<file path="src/rtl/dbus_peri_arbiter.sv">
// Round-robin arbiter sharing the peripheral data bus between NUM_REQ masters.
// One outstanding transaction, registered request fields, timeout answered with an error response.
module dbus_peri_arbiter #(
    parameter int                NUM_REQ        = 2,
    parameter int                ADDR_W         = 32,
    parameter int                DATA_W         = 32,
    parameter int                TIMEOUT_CYCLES = 256,
    parameter logic [DATA_W-1:0] ERR_RDATA      = 32'hDEADBEEF
) (
    input  logic                          clk,
    input  logic                          reset,
    input  logic [NUM_REQ-1:0]            req_valid_i,
    input  logic [NUM_REQ-1:0]            req_we_i,
    input  logic [NUM_REQ*ADDR_W-1:0]     req_addr_i,
    input  logic [NUM_REQ*DATA_W-1:0]     req_wdata_i,
    input  logic [NUM_REQ*DATA_W/8-1:0]   req_sel_i,
    output logic [NUM_REQ-1:0]            req_ack_o,
    output logic                          req_err_o,
    output logic [DATA_W-1:0]             req_rdata_o,
    output logic                          peri_req_o,
    output logic                          peri_we_o,
    output logic [ADDR_W-1:0]             peri_addr_o,
    output logic [DATA_W-1:0]             peri_wdata_o,
    output logic [DATA_W/8-1:0]           peri_sel_o,
    input  logic                          peri_ack_i,
    input  logic [DATA_W-1:0]             peri_rdata_i,
    output logic                          arb_busy_o
);

    localparam int SEL_W = DATA_W / 8;
    localparam int PTR_W = $clog2(NUM_REQ);
    localparam int TMO_W = $clog2(TIMEOUT_CYCLES);
    localparam logic [TMO_W-1:0] TMO_LAST = TMO_W'(TIMEOUT_CYCLES - 1);
    localparam logic [PTR_W-1:0] LAST_REQ = PTR_W'(NUM_REQ - 1);

    typedef enum logic [1:0] {
        IDLE = 2'd0,
        BUSY = 2'd1,
        RESP = 2'd2
    } state_t;

    state_t             state;
    state_t             state_next;
    logic [PTR_W-1:0]   rr_ptr;
    logic [PTR_W-1:0]   grant;
    logic [PTR_W-1:0]   pick;
    logic               pick_found;
    logic [PTR_W:0]     cand;
    logic [TMO_W-1:0]   tmo_cnt;
    logic               tmo_hit;
    logic               busy_done;
    logic [NUM_REQ-1:0] grant_onehot;

    // Scan from rr_ptr upward; iterating backwards lets the lowest offset win.
    always_comb begin
        pick       = rr_ptr;
        pick_found = 1'b0;
        cand       = '0;
        for (int i = NUM_REQ - 1; i >= 0; i--) begin
            cand = {1'b0, rr_ptr} + (PTR_W + 1)'(i);
            if (cand >= (PTR_W + 1)'(NUM_REQ)) begin
                cand = cand - (PTR_W + 1)'(NUM_REQ);
            end
            if (req_valid_i[cand[PTR_W-1:0]]) begin
                pick       = cand[PTR_W-1:0];
                pick_found = 1'b1;
            end
        end
    end

    assign tmo_hit      = (tmo_cnt == TMO_LAST);
    assign busy_done    = peri_ack_i || tmo_hit;
    assign grant_onehot = {{(NUM_REQ - 1){1'b0}}, 1'b1} << grant;

    always_comb begin
        state_next = state;
        case (state)
            IDLE:    if (pick_found) state_next = BUSY;
            BUSY:    if (busy_done) state_next = RESP;
            RESP:    state_next = IDLE;
            default: state_next = IDLE;
        endcase
    end

    always_ff @(posedge clk or posedge reset) begin
        if (reset) begin
            state      <= IDLE;
            arb_busy_o <= 1'b0;
        end else begin
            state      <= state_next;
            arb_busy_o <= (state_next != IDLE);
        end
    end

    // Datapath; an ack arriving on the timeout cycle takes priority over the error response.
    always_ff @(posedge clk or posedge reset) begin
        if (reset) begin
            rr_ptr       <= '0;
            grant        <= '0;
            tmo_cnt      <= '0;
            req_ack_o    <= '0;
            req_err_o    <= 1'b0;
            req_rdata_o  <= '0;
            peri_req_o   <= 1'b0;
            peri_we_o    <= 1'b0;
            peri_addr_o  <= '0;
            peri_wdata_o <= '0;
            peri_sel_o   <= '0;
        end else begin
            req_ack_o <= '0;
            case (state)
                IDLE: begin
                    if (pick_found) begin
                        grant        <= pick;
                        peri_we_o    <= req_we_i[pick];
                        peri_addr_o  <= req_addr_i[int'(pick) * ADDR_W +: ADDR_W];
                        peri_wdata_o <= req_wdata_i[int'(pick) * DATA_W +: DATA_W];
                        peri_sel_o   <= req_sel_i[int'(pick) * SEL_W +: SEL_W];
                        tmo_cnt      <= '0;
                        peri_req_o   <= 1'b1;
                    end
                end
                BUSY: begin
                    if (peri_ack_i) begin
                        req_rdata_o <= peri_rdata_i;
                        req_err_o   <= 1'b0;
                    end else if (tmo_hit) begin
                        req_rdata_o <= ERR_RDATA;
                        req_err_o   <= 1'b1;
                    end else begin
                        tmo_cnt <= tmo_cnt + 1'b1;
                    end
                    if (busy_done) begin
                        peri_req_o <= 1'b0;
                        req_ack_o  <= grant_onehot;
                    end
                end
                RESP: begin
                    rr_ptr <= (grant == LAST_REQ) ? '0 : grant + 1'b1;
                end
                default: begin
                end
            endcase
        end
    end

endmodule

</file>
<file path="config.mk">
export PLATFORM = sky130hd
export DESIGN_NAME = dbus_peri_arbiter
export DESIGN_NICKNAME = d
export VERILOG_FILES = /design/src/rtl/dbus_peri_arbiter.sv
export SDC_FILE = /design/constraint.sdc
export NUM_CORES = 1
export LEC_CHECK = 0
export CAP_MARGIN = 20
export CORE_MARGIN = 4
export CORE_UTILIZATION = 35
export CTS_BUF_LIST = sky130_fd_sc_hd__clkbuf_8
export CTS_CLUSTER_DIAMETER = 100
export DETAILED_ROUTE_END_ITERATION = 10
export PLACE_DENSITY = 0.77
export SYNTH_ARGS = -nofsm -noshare
export SYNTH_HDL_FRONTEND = slang
export SYNTH_SLANG_ARGS = --single-unit
</file>
<file path="constraint.sdc">
create_clock -name clk -period 3.85 [get_ports clk]
set_clock_uncertainty 0.05 [all_clocks]
set_input_delay 0.385 -clock clk [delete_from_list [all_inputs] [get_ports clk]]
set_output_delay 0.385 -clock clk [all_outputs]
set_load 0.05 [all_outputs]
</file>
* Word level (Yosys, flattened, before mapping)
Index checks and enable logic that the tools add are counted.
Word-level totals: input port bits 175, output and inout bits 106, register bits after elaboration 118
Operators by class: $add $sub $neg 5, order comparisons 5, shift operators 4, reductions and logical operators 9, equality and inequality tests 7, mux-type cells 29
Operators with widths (number):
- variable part select 64 x 7 -> 32 bit | 2
- two-way mux 32 bit | 2
- two-way mux 8 bit | 3
- two-way mux 1 bit | 17
- one-hot mux 8 bit (2 select lines) | 1
- adder 8 x 1 -> 8 bit (second input constant) | 1
- equality test 8 bit (second input constant) | 1
- two-way mux 2 bit | 4
- != test 2 bit (second input constant) | 4
- variable part select 8 x 4 -> 4 bit | 1
- less-than comparator 1 x 2 -> 1 bit (second input constant) | 3
- nonzero test 2 bit | 3
- one-hot mux 2 bit (2 select lines) | 1
- AND reduction 2 bit | 2
- AND reduction 4 bit | 1
- AND reduction 3 bit | 1
- adder 1 x 1 -> 2 bit (second input constant) | 1
- equality test 2 x 1 -> 1 bit (second input constant) | 1
- equality test 2 bit (second input constant) | 1
- greater-or-equal comparator 1 x 2 -> 1 bit (second input constant) | 1
- greater-or-equal comparator 2 bit (second input constant) | 1
- zero test 2 bit | 1
- one-hot mux 1 bit (2 select lines) | 1
- left shift 1 x 1 -> 2 bit (first input constant) | 1
- other kinds (3) | 4

* Longest topological paths before layout
depth after elaboration 10, depth in mapped cells 7, depth with buffers taken out 6

* Least setup slack after synthesis
No wires, ideal clock.
path type register to register, start point register tmo_cnt[0], end point register req_rdata_o[0], setup time 0.122 ns, buffers on the path 1, cell stages (with the launch flop) 8, slack 2.042 ns, arrival 1.636 ns, path through dfrtp_1 ha_1 nand4_1 nor2_1 o21ai_2 inv_2 buf_4 o22a_1
On the way: cells in the longest elaborated chain, start to end 3
RTL lines:
- start: declaration | line 49 | logic [TMO_W-1:0] tmo_cnt;
- start signal: assignment | line 131 | tmo_cnt <= tmo_cnt + 1'b1;
- equality test 8 bit | line 71 | assign tmo_hit = (tmo_cnt == TMO_LAST);
- nonzero test 2 bit (no line)
- AND reduction 2 bit (no line)
- end signal: assignment | line 125 | req_rdata_o <= peri_rdata_i;
- end: declaration | line 19 | output logic [DATA_W-1:0] req_rdata_o,
Every way passes these cells. A chain may end at the register's enable or synchronous reset.

* Final worst setup path
start point input port req_valid_i[1], end point register peri_wdata_o[5]
On the way: cells in the longest elaborated chain, start to end 5, elaborated cells between the ends (all ways) 10, classes of those cells shift: 1; mux: 8; reduce/logical: 1
RTL lines:
- start: declaration | line 12 | input logic [NUM_REQ-1:0] req_valid_i,
- two-way mux 1 bit (not written as such) (2 in a row) | line 64 | if (req_valid_i[cand[PTR_W-1:0]]) begin
- two-way mux 1 bit (2 in a row) | line 64
- variable part select 64 x 7 -> 32 bit / AND reduction 2 bit (equally long branches)
- end signal: assignment | line 117 | peri_wdata_o <= req_wdata_i[int'(pick) * DATA_W +: DATA_W];
- end: declaration | line 23 | output logic [DATA_W-1:0] peri_wdata_o,
Parallel ways exist; a longest one is shown, timed or not. The select of a mux whose other input is x is not followed.

==> impl_metrics.tcl <==
set metrics [dict create \
    grt_pass1_vias 4753 \
    swShare_pct 48.87 \
    cts_max_level 4 \
    maxCapViolCount 0 \
    ios 281 \
    finalCritPeriodShare_pct 54.19 \
    tns_ns 0 \
    cts_buffer_depth 2 \
    die_x_um 127.9 \
    dr.first_iter.drc_count 153 \
    p_sw_uw 3734 \
    pwr-share-comb_pct 57.6 \
    overflow 0 \
    rows 43 \
    grt_pass1_wl_um 24470 \
    route.detailed.drc 0 \
    top_layer "met4" \
    syn2layout_area_growth_pct 67.40 \
    grtUsageTotal_pct 18.92 \
    die_h_um 127.9 \
    portBuffers 280 \
    tightest_slew_ns 0.8190 \
    power_uw 7640 \
    path_max_fanout 20 \
    p_int_uw 3906 \
    yosysWarnings 0 \
    rsz0062_at_grt "no" \
    yosysUniqueCellTypes 31 \
    fin_crit_ns 2.086 \
    path_clk_slew_ns 0.08 \
    numCtsBuffers 17 \
    cts_root_buf "clkbuf_8" \
    setup_viol 0 \
    arrival_ns 2.33 \
    fin_nets 901 \
    post_cts_buffers 0 \
    cp_slowest_cell "o21ai_4" \
    final_hold_viol_count 0 \
    cts-resized-gates 0 \
    hp-class "in2async" \
    cts_sinks 118 \
    num_vias 4483 \
    syn_area_mm2 0.005027 \
    cts_hold_buf 0 \
    ant_nets 0 \
    clockPowerShare_pct 14.4 \
    ys_seq_elements 118 \
    postSynthAreaPerCell_um2 11.17 \
    start_util_pct 35.94 \
    ys_async_sr_fraction_pct 100.0 \
    max-vdd-ir-drop_v 0.0005630 \
    fp.coreArea_mm2 0.01399 \
    postRouteWirelength_um 15440 \
    max_freq_mhz 479.3 \
    synth_ff_type "dfrtp_1" \
    synth_nets 626 \
    drive_gt1_share_pct 6.233 \
    drtPass1Iterations 4 \
    wire_per_inst_um 16.80 \
    cp_cell_sequence "clkdlybuf4s50_1 -> nor2_1 -> o21ai_4 -> buf_4 -> mux2i_1 -> o21ai_0" \
    routed-wl-met2_um 7397 \
    finalMaxSlewViolations 0 \
    ys_seq_area_share_pct 58.74 \
    slowest_delay_ns 0.64 \
    p_leak_uw 0.003617 \
    wl_met1_um 5865 \
    synth_edf_count 0 \
    post-dp-hpwl_um 11800 \
    cts_tree "yes" \
    grt_max_degree 83 \
    die_area_mm2 0.01635 \
    slew_headroom_pct 45.19 \
    routed_via_density 4.878 \
    worstSetupPathType "in2reg" \
    outcome "finished, final reports clean" \
    r2r_slack_ns 1.77 \
    end_kind "flop" \
    seqPwrFrac_pct 28.0 \
    antenna_found_initial 1 \
    crit_path_start_kind "input pin" \
    wl_met3_um 1800 \
    clock_latency_ns 0.42 \
    p_per_area_mw_per_mm2 907.8 \
    netlist_instances 450 \
    gp_congestion 0.8695 \
    cp_data_required_time_ns 4.09 \
]
==> kinds of logic (layout without fill, tap and decap cells) <==
family | Yosys count | count (layout) | synth area share [%]
adder cells (fa/ha/maj) | 1 | 1 | 0.2488
buffers and inverters | 35 | 323 | 3.061
flip-flops | 118 | 118 | 58.74
AO/OA/AOI/OAI | 118 | 118 | 15.01
other | 0 | 1 | 0
multiplexers | 69 | 69 | 13.74
AND/OR/NAND/NOR | 109 | 109 | 9.209
==> critical path: cells and delay by family <==
kind / cells / cell delay (ns)
AOI/OAI and AO/OA: 2 / 0.73
buffers and inverters: 2 / 0.87
muxes: 1 / 0.22
and+or+nand+nor: 1 / 0.09
==> layout make-up <==
type / count / area, µm²
fill: 1147 / 5573
sequential: 118 / 2953
timing repair buffer: 287 / 2893
multi-input combinational: 297 / 1937
clock buffer: 17 / 234.0
tap: 180 / 225.2
clock inverter: 15 / 153.9
inverter: 4 / 17.52
antenna: 1 / 2.502
==> synth_stat cells (3+ instances only) <==
library cell | n | area (µm²)
o31ai_1 | 4 | 30.03
a22o_1 | 8 | 70.07
buf_2 | 12 | 60.06
inv_1 | 3 | 11.26
o22a_1 | 24 | 210.2
clkbuf_1 | 17 | 63.81
mux2i_1 | 69 | 690.7
nand2_1 | 78 | 292.8
nor2_1 | 8 | 30.03
o211ai_1 | 5 | 37.54
dfrtp_1 | 118 | 2953
nand3_1 | 8 | 40.04
o21ai_0 | 73 | 365.4
and3_1 | 3 | 18.77
==> power by group through the flow <==
stage / logic (µW) / clock network, µW / registers, µW
floorplan: 1010 / 0 / 3970
global placement: 4380 / 0 / 2130
detailed placement: 4450 / 0 / 2160
CTS: 4460 / 1140 / 2140
global route: 4650 / 1200 / 2220
finish: 4400 / 1100 / 2140
==> registers in the layout, summed over array words and instances, names as in the netlist, 2 cells and up <==
| name | flops |
|---|---|
| peri_addr_o | 32 |
| peri_wdata_o | 32 |
| req_rdata_o | 32 |
| tmo_cnt | 8 |
| peri_sel_o | 4 |
| req_ack_o | 2 |
| state | 2 |
==> layout by cell type (no fill, tap or decap), types with 2 or more instances in the layout <==
cell type and n:
clkdlybuf4s50_1 280, o211ai_1 5, a22o_1 8, clkinv_2 4, nand3_1 8, o21ai_0 72, clkinv_4 2, dfrtp_1 118
buf_4 4, nor3_1 2, o22a_1 24, mux2i_1 69, inv_6 3, o31ai_1 4, nor2_1 8, and2_1 2
clkbuf_8 17, and3_1 3, inv_1 2, clkinvlp_4 4, bufinv_16 2, nand2_1 78, buf_12 3
==> layer usage <==
layer / GRT usage (%) / vias up
met4: 7.303 / 0
met1: 20.97 / 2087
met5: 0 / -
met2: 31.55 / 218
met3: 8.958 / 24
li1: - / 2154
==> final timing paths <==
path,start,to,cells after the start
setup / recovery,req_valid_i[1],peri_wdata_o[5],6
hold / removal,reset,peri_addr_o[3],2
setup reg to reg,tmo_cnt[0],req_rdata_o[11],6
hold reg to reg,peri_wdata_o[25],peri_wdata_o[25],2
max in group asynchronous,reset,peri_wdata_o[17],3
min in group clk,peri_wdata_o[25],peri_wdata_o[25],2
==> per-stage QoR <==
| step | worst slack (ns) | std cells | util (%) | cell area [µm²] | hold slack [ns] |
|---|---|---|---|---|---|
| floorplan | 0.2859 | 450 | - | 5027 | 0.3840 |
| global placement | 1.336 | 886 | 57.37 | 8025 | 0.4103 |
| detailed placement | 1.276 | 886 | 57.37 | 8025 | 0.4199 |
| CTS | 1.704 | 918 | 60.14 | 8413 | 0.3470 |
| global route | 1.560 | 919 | 60.16 | 8416 | 0.3921 |
| finish | 1.764 | 919 | 60.16 | 8416 | 0.3492 |
Note: power is estimated with default switching activity, not from simulation.
==> edit 1, RTL diff (config.mk and constraints unchanged) <==
The 3 states of `state_t` get a one-hot encoding in 3 bits.
--- a/src/rtl/dbus_peri_arbiter.sv
+++ b/src/rtl/dbus_peri_arbiter.sv
@@ -35,6 +35,6 @@
 
-    typedef enum logic [1:0] {
-        IDLE = 2'd0,
-        BUSY = 2'd1,
-        RESP = 2'd2
+    typedef enum logic [2:0] {
+        IDLE = 3'b001,
+        BUSY = 3'b010,
+        RESP = 3'b100
     } state_t;
Function: same outputs for any inputs over 4 cycles, from zero or initial values and one cycle with reset high; so few cycles prove little.
==> edit 1 against the unedited design <==
  * Total power up 2.0%
  * Design area is 1.6% higher
  * Via count shrank 0.16%
  * Sequential cell count increased by 1
  * Wire length increased by 2.9%
  * Register-to-register slack better by 0.17 ns
  * Setup slack got worse by 0.065 ns
  * Non-clock buffer count unchanged
  * Critical path depth decreased by 1
  * Clock power grew 12%
  * Fmax is 3.0% lower
  * Synthesized area up 3.0%
  * Synthesized cell count grew 1.6%
==> edit 1: results (changes against the unedited design) <==
Overall routed net length - 15.9 mm (+2.9%)
GPL Wtd Cong - 0.817 (-6.0%)
Sum of met2 wire segment lengths after detailed routing - 8.11 mm (+9.6%)
Run status - finished clean
Met1 GRT Util - 0.209 (-0.000773)
Maximum number of pins on one net before global-route repair - 147 (+77%)
Average via count per standard cell - 4.81 (-1.3%)
Signal arrival time at the worst endpoint - 2.39 ns (+0.06 ns)
Switching power summed over all nets - 3.76 mW (+0.72%)
Maximum resistive drop on vdd - 483 uV (-14%)
Number of CTS-inserted buffers - 17 (unchanged)
Global routing usage summed across all routing layers - 0.183 (-0.00579)
Vias in the first global route - 4,603 (-3.2%)
Placed instance area - 8110 um2 (+1.1%)
Proportion of synthesized area in mux cells - 0.135 (-0.00205)
First-pass GRT wire length - 23.9 mm (-2.3%)
Sequential area share after synthesis - 0.575 (-0.0120)
Leak pwr - 3.64 nW (+0.67%)
Wire length on met1 - 6.02 mm (+2.6%)
Number of unique standard cell types used by synthesis - 35 (+13%)
Detailed Place HPWL - 12.1 mm (+2.2%)
Critical Path Fanout Max - 35 (+75%)
Post-Synth Adder-Cell Area - 0.00459 (+0.00210)
Violation count after the first detailed-routing iteration - 208 (+36%)
Met3 routed wirelength - 1.32 mm (-27%)
Ratio of cells with drive above 1 in the final layout - 0.0644 (+0.00210)
Met2 track demand over resource in global routing - 0.318 (+0.00301)
Synthesized-area fraction occupied by ao, oa, aoi and oai cells - 0.143 (-0.00677)
Yosys warning count - 0 (unchanged)
XOR/XNOR share of the synthesized area - 0.00169 (+0.00169)
Net count after synthesis - 633 (+1.1%)
Dominant cells by area after synthesis - sky130_fd_sc_hd__dfrtp_1, sky130_fd_sc_hd__mux2i_1, sky130_fd_sc_hd__nand2_1
Global routing usage on met3 - 0.0561 (-0.0335)
Worst Max-Slew Pin Slew - 0.786 ns (-0.0335 ns)
Number of nets at the end of the flow - 908 (+0.78%)
Ranking of synthesized cells by instance count - sky130_fd_sc_hd__dfrtp_1, sky130_fd_sc_hd__nand2_1, sky130_fd_sc_hd__mux2i_1
## edit 1: area by class of cell
type                    count  area (um2)
fillers                  1211        5990
flip-flops and latches    119        2980
repair buffers            287        2880
multi-input cells         301        2000
clock buffers              18         248
well taps                 184         230
clock inverters            14         185
inverters                   6        25.0
diodes                      1        2.50
## edit 1: path summary, 6_finish.rpt
path	from	slack (ns)	to	depth (start not counted)
worst max-delay path	req_valid_i[1]	1.70	peri_wdata_o[9]	5
worst min-delay path	reset	0.40	peri_sel_o[0]	2
worst max register to register	rr_ptr	1.94	peri_wdata_o[9]	4
worst min register to register	peri_addr_o[11]	0.43	peri_addr_o[11]	2
max in group asynchronous	reset	2.46	peri_sel_o[3]	3
min in group clk	peri_addr_o[11]	0.43	peri_addr_o[11]	2
## edit 1: stage by stage
| step | hold slack, ns | cells | util | total power [mW] | setup slack [ns] |
|---|---|---|---|---|---|
| 2_1_floorplan | 0.391 | 457 | - | 5.08 | 0.259 |
| 3_3_place_gp | 0.414 | 897 | 0.558 | 6.53 | 1.38 |
| 3_5_place_dp | 0.421 | 897 | 0.558 | 6.62 | 1.26 |
| 4_1_cts | 0.407 | 929 | 0.588 | 7.88 | 1.71 |
| 5_1_grt | 0.456 | 930 | 0.588 | 8.20 | 1.63 |
| 6_report | 0.401 | 930 | 0.588 | 7.79 | 1.70 |
## edit 1: critical path, cell delays in order
cell                              delay (ns)
sky130_fd_sc_hd__clkdlybuf4s50_1        0.62
sky130_fd_sc_hd__maj3_4                 0.64
sky130_fd_sc_hd__buf_12                 0.34
sky130_fd_sc_hd__mux2i_1                0.24
sky130_fd_sc_hd__o21ai_0                0.09
==> edit 2, RTL diff (same flow settings) <==
Made on the original files. Change the parameter `NUM_REQ` from 2 to 4.
--- a/src/rtl/dbus_peri_arbiter.sv
+++ b/src/rtl/dbus_peri_arbiter.sv
@@ -3,3 +3,3 @@
 module dbus_peri_arbiter #(
-    parameter int                NUM_REQ        = 2,
+    parameter int                NUM_REQ        = 4,
     parameter int                ADDR_W         = 32,
Interface: changed (6 resized); port bits go from 281 to 423. The function was not compared with the original's and may differ.
==> edit 2 against the unedited design <==
  * Synthesized area grew 35%
  * Setup slack worse by 0.68 ns
  * Synthesized cell count rose by 55%
  * Design area rose by 40%
  * Wire length is 88% higher
  * Sequential cell count grew 4
  * Total power increased by 23%
  * Critical path type unchanged
  * Largest cell class is now non-clock buffers
  * Largest power group unchanged
==> edit 2: results (changes against the unedited design) <==
Run status - finished clean
Area inside the core boundary - 18,900 um2 (+35%)
GPL Wtd Cong - 0.909 (+4.5%)
Worst hold margin - 0.283 ns (-0.0658 ns)
Startpoint of the most critical register-to-register path - rr_ptr[1]
Global routing usage summed across all routing layers - 0.257 (+0.0675)
Fraction of standard cell area in multi-input logic - 0.297 (+0.0668)
Largest delay contributor family on the critical path - buffers and inverters
First-pass GRT wire length - 43.7 mm (+78%)
Maximum resistive drop on vdd - 552 uV (-1.9%)
Signal arrival time at the worst endpoint - 3.02 ns (+0.69 ns)
Number of unique standard cell types used by synthesis - 42 (+35%)
Vias in the first global route - 7,476 (+57%)
Length of the first detailed-routing pass in iterations - 5 (+1)
Leak pwr - 4.74 nW (+31%)
Share of the final layout cell area in sequential cells - 0.260 (-0.0909)
Violation count after the first detailed-routing iteration - 405 (+160%)
Fraction of the core area covered by cells at the end of the flow - 0.622 (+0.0200)
Ratio of cells with drive above 1 in the final layout - 0.0950 (+0.0327)
Met3 routed wirelength - 2.43 mm (+35%)
Post-Synthesis Cells - 697 (+55%)
Average via count per standard cell - 5.38 (+10%)
Capture point of the critical path - peri_wdata_o[23]
Non-clock inverter count in the final layout - 8 (+4)
Placed instance area - 11,300 um2 (+41%)
Net count after synthesis - 1,017 (+62%)
Sum of met2 wire segment lengths after detailed routing - 14.5 mm (+96%)
Period minus WS final - 2.77 ns (+0.680 ns)
Sequential area share after synthesis - 0.448 (-0.139)
FILL cells - 1,635 (+43%)
Overall routed net length - 29.1 mm (+88%)
Ranking of synthesized cells by instance count - sky130_fd_sc_hd__dfrtp_1, sky130_fd_sc_hd__a211oi_1, sky130_fd_sc_hd__o21ai_0
Worst slack at placement - 0.644 ns (-0.632 ns)
Global routing usage on met3 - 0.0834 (-0.00620)
Layout multi-input combinational cell count - 501 (+69%)
Met1 GRT Util - 0.306 (+0.0958)
# diodes - 0 (-1)
Critical-path cell with the highest stage delay - sky130_fd_sc_hd__clkdlybuf4s50_1
Worst Max-Slew Pin Slew - 0.916 ns (+0.0966 ns)
Detailed Place HPWL - 21.7 mm (+84%)
Final Instance Count excl. Fillers - 1,365 (+49%)
Wire length on met1 - 11.2 mm (+91%)
# clock sinks - 122 (+3.4%)
Initial antenna violation count - 0 (-1)
FF-to-FF setup slack - 1.18 ns (-0.59 ns)
Maximum number of pins on one net before global-route repair - 46 (-45%)
Plain + repair buffers - 442 (+54%)
Met2 track demand over resource in global routing - 0.439 (+0.124)
Dominant cells by area after synthesis - sky130_fd_sc_hd__dfrtp_1, sky130_fd_sc_hd__a211oi_1, sky130_fd_sc_hd__mux2_2
Count of buffers from port buffering - 422 (+51%)
Final clock-cell share - 0.0353 (-0.0108)
Start point of the critical path - req_valid_i[3]
Critical Path Fanout Max - 36 (+80%)
Non-clock buffer share - 0.377 (+0.0336)
[edit 2: changes by cell type in the layout (fill, tap and decap cells not counted), sizes merged, moves of 10 or more]
cell	delta
and4	+32
nand2	-22
a21oi	+37
inv	+10
nor2	+32
nand3	+34
mux2i	-36
a221o	+36
clkdlybuf4s50	+142
buf	+13
o22a	-24
mux2	+37
a211oi	+67
[edit 2: power breakdown]
part | total (mW) | internal, mW | switching, mW | leakage (nW)
logic | 5.95 | 2.19 | 3.75 | 3.07
clock network | 1.23 | 0.603 | 0.629 | 0.202
registers | 2.25 | 1.88 | 0.373 | 1.47
[edit 2: cells by family (layout without fill, tap and decap cells)]
family / count (synthesis) / after routing / share of synthesized area
compound gates: 231 / 231 / 0.235
xor+xnor: 3 / 3 / 0.00386
fa+ha+maj: 5 / 5 / 0.00919
buf+inv: 74 / 482 / 0.0480
flops: 122 / 122 / 0.448
mux: 70 / 70 / 0.110
simple gates: 192 / 192 / 0.146
